### src/rtl/piso_pkg.sv
// Shared types and constants for the parallel-in/serial-out shifter.
// PISO_PARITY_EN selects whether an even-parity bit trails each word.
package piso_pkg;

    typedef enum logic {
        IDLE   = 1'b0,
        ACTIVE = 1'b1
    } piso_state_t;

    localparam logic SERIAL_IDLE_LEVEL = 1'b1;

`ifdef PISO_PARITY_EN
    localparam int PARITY_BITS = 1;
`else
    localparam int PARITY_BITS = 0;
`endif

endpackage

### src/rtl/piso_shifter.sv
// Parallel-in/serial-out shift datapath with bit counting, done/overrun pulses.
// Optional trailing even-parity bit when PISO_PARITY_EN is defined.
module piso_shifter
    import piso_pkg::*;
#(
    parameter int DATA_WIDTH = 8,
    parameter int MSB_FIRST  = 1,
    localparam int BLW       = $clog2(DATA_WIDTH + 2)
) (
    input  logic                  clk,
    input  logic                  reset,
    input  logic                  load,
    input  logic                  shift,
    input  logic [DATA_WIDTH-1:0] data_in,
    output logic                  serial_out,
    output logic                  busy,
    output logic                  done,
    output logic                  overrun,
    output logic [BLW-1:0]        bits_left
);

    // Parity, when enabled, rides in the shift register behind the data bits.
    localparam int SW = DATA_WIDTH + PARITY_BITS;
    localparam logic [BLW-1:0] NBITS = BLW'(SW);

    piso_state_t   state_q, state_d;
    logic [SW-1:0] sreg_q, sreg_d;
    logic [SW-1:0] load_word;
    logic [BLW-1:0] bits_left_q, bits_left_d;
    logic          serial_out_q, serial_out_d;
    logic          busy_q, busy_d;
    logic          done_q, done_d;
    logic          overrun_q, overrun_d;

`ifdef PISO_PARITY_EN
    assign load_word = (MSB_FIRST != 0) ? {data_in, ^data_in} : {^data_in, data_in};
`else
    assign load_word = data_in;
`endif

    always_ff @(posedge clk or negedge reset) begin
        if (!reset) begin
            state_q      <= IDLE;
            sreg_q       <= '0;
            bits_left_q  <= '0;
            serial_out_q <= SERIAL_IDLE_LEVEL;
            busy_q       <= 1'b0;
            done_q       <= 1'b0;
            overrun_q    <= 1'b0;
        end else begin
            state_q      <= state_d;
            sreg_q       <= sreg_d;
            bits_left_q  <= bits_left_d;
            serial_out_q <= serial_out_d;
            busy_q       <= busy_d;
            done_q       <= done_d;
            overrun_q    <= overrun_d;
        end
    end

    // Load always wins over shift; shift is only meaningful while ACTIVE.
    always_comb begin
        state_d     = state_q;
        sreg_d      = sreg_q;
        bits_left_d = bits_left_q;
        if (load) begin
            state_d     = ACTIVE;
            sreg_d      = load_word;
            bits_left_d = NBITS;
        end else if (shift && state_q == ACTIVE) begin
            if (MSB_FIRST != 0) begin
                sreg_d = {sreg_q[SW-2:0], 1'b0};
            end else begin
                sreg_d = {1'b0, sreg_q[SW-1:1]};
            end
            bits_left_d = bits_left_q - 1'b1;
            if (bits_left_q == BLW'(1)) begin
                state_d = IDLE;
            end
        end
    end

    always_comb begin
        overrun_d    = load && (state_q == ACTIVE);
        done_d       = !load && shift && (state_q == ACTIVE) && (bits_left_q == BLW'(1));
        busy_d       = (state_d == ACTIVE);
        serial_out_d = SERIAL_IDLE_LEVEL;
        if (state_d == ACTIVE) begin
            serial_out_d = (MSB_FIRST != 0) ? sreg_d[SW-1] : sreg_d[0];
        end
    end

    assign serial_out = serial_out_q;
    assign busy       = busy_q;
    assign done       = done_q;
    assign overrun    = overrun_q;
    assign bits_left  = bits_left_q;

endmodule
### config.mk
export PLATFORM = sky130hd
export DESIGN_NAME = piso_shifter
export DESIGN_NICKNAME = d
export VERILOG_FILES = /design/src/rtl/piso_pkg.sv /design/src/rtl/piso_shifter.sv
export SDC_FILE = /design/constraint.sdc
export NUM_CORES = 1
export LEC_CHECK = 0
export CAP_MARGIN = 30
export CORE_AREA = 2 2 39 41
export CTS_CLUSTER_DIAMETER = 120
export CTS_CLUSTER_SIZE = 14
export DETAILED_ROUTE_END_ITERATION = 8
export DIE_AREA = 0 0 41 43
export DONT_BUFFER_PORTS = 1
export PLACE_DENSITY = 0.7
export SYNTH_ARGS = -nofsm -noshare
export SYNTH_HDL_FRONTEND = slang
export SYNTH_SLANG_ARGS = --single-unit
### constraint.sdc
create_clock -name clk -period 1.4 [get_ports clk]
set_input_delay 0.14 -clock clk [delete_from_list [all_inputs] [get_ports clk]]
set_output_delay 0.14 -clock clk [all_outputs]
set_load 0.01 [all_outputs]
==> reports/metrics.yaml <==
floorplan:
  die_y_um: 43
  dieWidth_um: 41
  core.rowCount: 14
  core_area_um2: 1380
  io_pins: 20
  start_util: 0.528
  die_area_um2: 1760
detailed_routing:
  drt_iter0_drc: 6
  num_vias: 504
  first_pass_iters: 4
  drc: 0
  wl_met1_um: 484
  wl_met3_um: 62
  maxUsedRoutingLayer: "met4"
  route.antenna.remaining_nets: 0
  wl_per_cell_um: 12.3
  totalWireLength_um: 1180
  avgViaCountPerCell: 5.25
  met2WireLength_um: 607
layout:
  antenna_cells: 0
  layout.nets: 95
  area_growth_syn_to_layout_pct: 18.5
  fin_area_um2: 866
  final_cell_mix: "15 x dfrtp_1, 11 x nand2_1, 9 x dlygate4sd3_1"
  final_common_cell: "dfrtp_1"
  drive_gt1_frac: 0.113
  finalNonFillerCells: 96
cts:
  clk_pin_slew_ns: 0.09
  cts_sinks: 16
  clk_latency_ns: 0.28
  cts_setup_buffers: 0
  cts_buffers: 3
  htreeDepth: 1
  clock-root-buffer: "clkbuf_4"
  cts_tree: "done"
  cts_resized: 0
  clock_path_buffers: 2
placed_design:
  placed_area_um2: 739
  hpwl_um: 794
  dpl_worst_slack_ns: 0.154
  dp.cells: 83
  io_buffer_count: 0
  place.gp.congestion: 0.692
sta:
  hold_violations: 0
  maxSlewHeadroom: 0.534
  drv_slew: 0
  layout_setup_ws_ns: 0.133
  rsz0062_at_grt: "no"
  skew_ns: 0.000961
  tns_ns: 0
  setup_viol: 0
  period_share: 0.905
  worst_slew_pin_slew_ns: 0.697
  max_clock_freq_mhz: 790
  fin_crit_ns: 1.27
synthesis:
  synth_fp_nets: 83
  avgSynthCellArea_um2: 10.6
  syn-cell-area_um2: 731
  yosysWarningCount: 0
  synthArstFlopShare: 1.00
  synth_top_flop_cell: "dfrtp_1"
  synth_edf_count: 0
  synth_seq_area_share: 0.550
  netlist_instances: 69
  synth_top_area_cell: "dfrtp_1"
  ys_ff_latch: 16
  netlist_top_cells_area: "dfrtp_1 51%, mux2i_1 11%, nand2_1 5.7%, o21ai_1 5.5%, dfstp_2 3.6%"
  synth_top_area_share: 0.514
  yosys.cell_types.count: 23
worst_setup_path:
  end_kind: "flip-flop"
  rr_worst_depth: 4
  crit_fanout: 4
  r2r_slack_ns: 0.13
  startpoint: "bits_left[0]"
  critPathArrivalTime_ns: 1.47
  path_class: "reg2reg"
  r2r-start: "bits_left[0]"
  cp-start-kind: "flip-flop"
  worstReg2RegEnd: "bits_left[1]"
  endpoint: "bits_left[1]"
  critPathRequiredTime_ns: 1.60
global_routing:
  grt_pass1_vias: 469
  grt_pass1_wl_um: 1980
  grt_util_all_layers: 0.169
  overflow: 0
  antenna_found_initial: 0
  grt_start_max_net_pins: 23
run:
  maxCapViolations: 0
hold_path:
  holdCritPathClass: "in2reg"
  whs_path_depth: 2
power_and_ir_drop:
  vdd_ir_drop_max_uv: 579
  p_leak_nw: 0.396
  power_density_nw_per_um2: 1160
status:
  run_status: "complete, no violations"
-- stage by stage --
stage / total power, W / util / hold WS, ns
floorplan: 0.000667 / - / -0.156
global placement: 0.000679 / 0.534 / -0.155
detailed placement: 0.000683 / 0.534 / -0.155
CTS: 0.00102 / 0.626 / 0.000558
global route: 0.00107 / 0.626 / 0.00716
finish: 0.00100 / 0.626 / 0.00485
-- repair_timing --
action	in CTS	in global routing
hold endpoints to repair	30	0
hold buffers	9	0
endpoints found under the setup margin	0	0
-- worst max-delay path, stage by stage, from the launching register on --
cell     delay, ns
dfrtp_1       0.47
inv_1         0.10
ha_1          0.29
or2_0         0.21
a21oi_1       0.11
-- report_power, final --
group          switching (W)  internal, W
sequential         0.0000406     0.000510
combinational      0.0000789    0.0000767
clock               0.000137     0.000158
-- routing by layer --
metal	track usage	up-vias
met4	0.100	0
met3	0.0314	4
met2	0.250	15
met5	0	-
li1	-	250
met1	0.220	235
-- final cells by class --
cell class / instances / area [um^2]
Clock buffer: 4 / 36.3
Fill cell: 109 / 518
Inverter: 3 / 11.3
Timing Repair Buffer: 11 / 105
Tap cell: 16 / 20.0
Multi-Input combinational cell: 46 / 292
Sequential cell: 16 / 402
-- registers in the layout, summed over array words and instances (netlist names) --
| signal | cells |
|---|---|
| overrun | 1 |
| busy | 1 |
| bits_left | 4 |
| serial_out | 1 |
| sreg_q | 8 |
| done | 1 |
-- worst min-delay path by stage --
stage	start	end	slack (ns)
floorplan	reset	bits_left[0]	-0.16
global placement	reset	done	-0.16
detailed placement	reset	done	-0.16
CTS	data_in[7]	serial_out	0.0006
global route	data_in[7]	serial_out	0.007
finish	data_in[7]	serial_out	0.005
-- logic make-up after synthesis --
logic type      count (synthesis)  share of synthesized area
simple gates                   23                      0.147
flops                          16                      0.550
compound gates                 11                     0.0839
mux                             8                      0.110
buf+inv                         7                     0.0514
xor+xnor                        2                     0.0240
fa+ha+maj                       2                     0.0342
-- cells in the mapped netlist (2+ instances only) --
cell	number
buf_2	2
dfrtp_1	15
ha_1	2
inv_1	3
mux2i_1	8
nand2_1	11
nor2_1	5
o21ai_1	8
(Power assumes the default switching activity.)
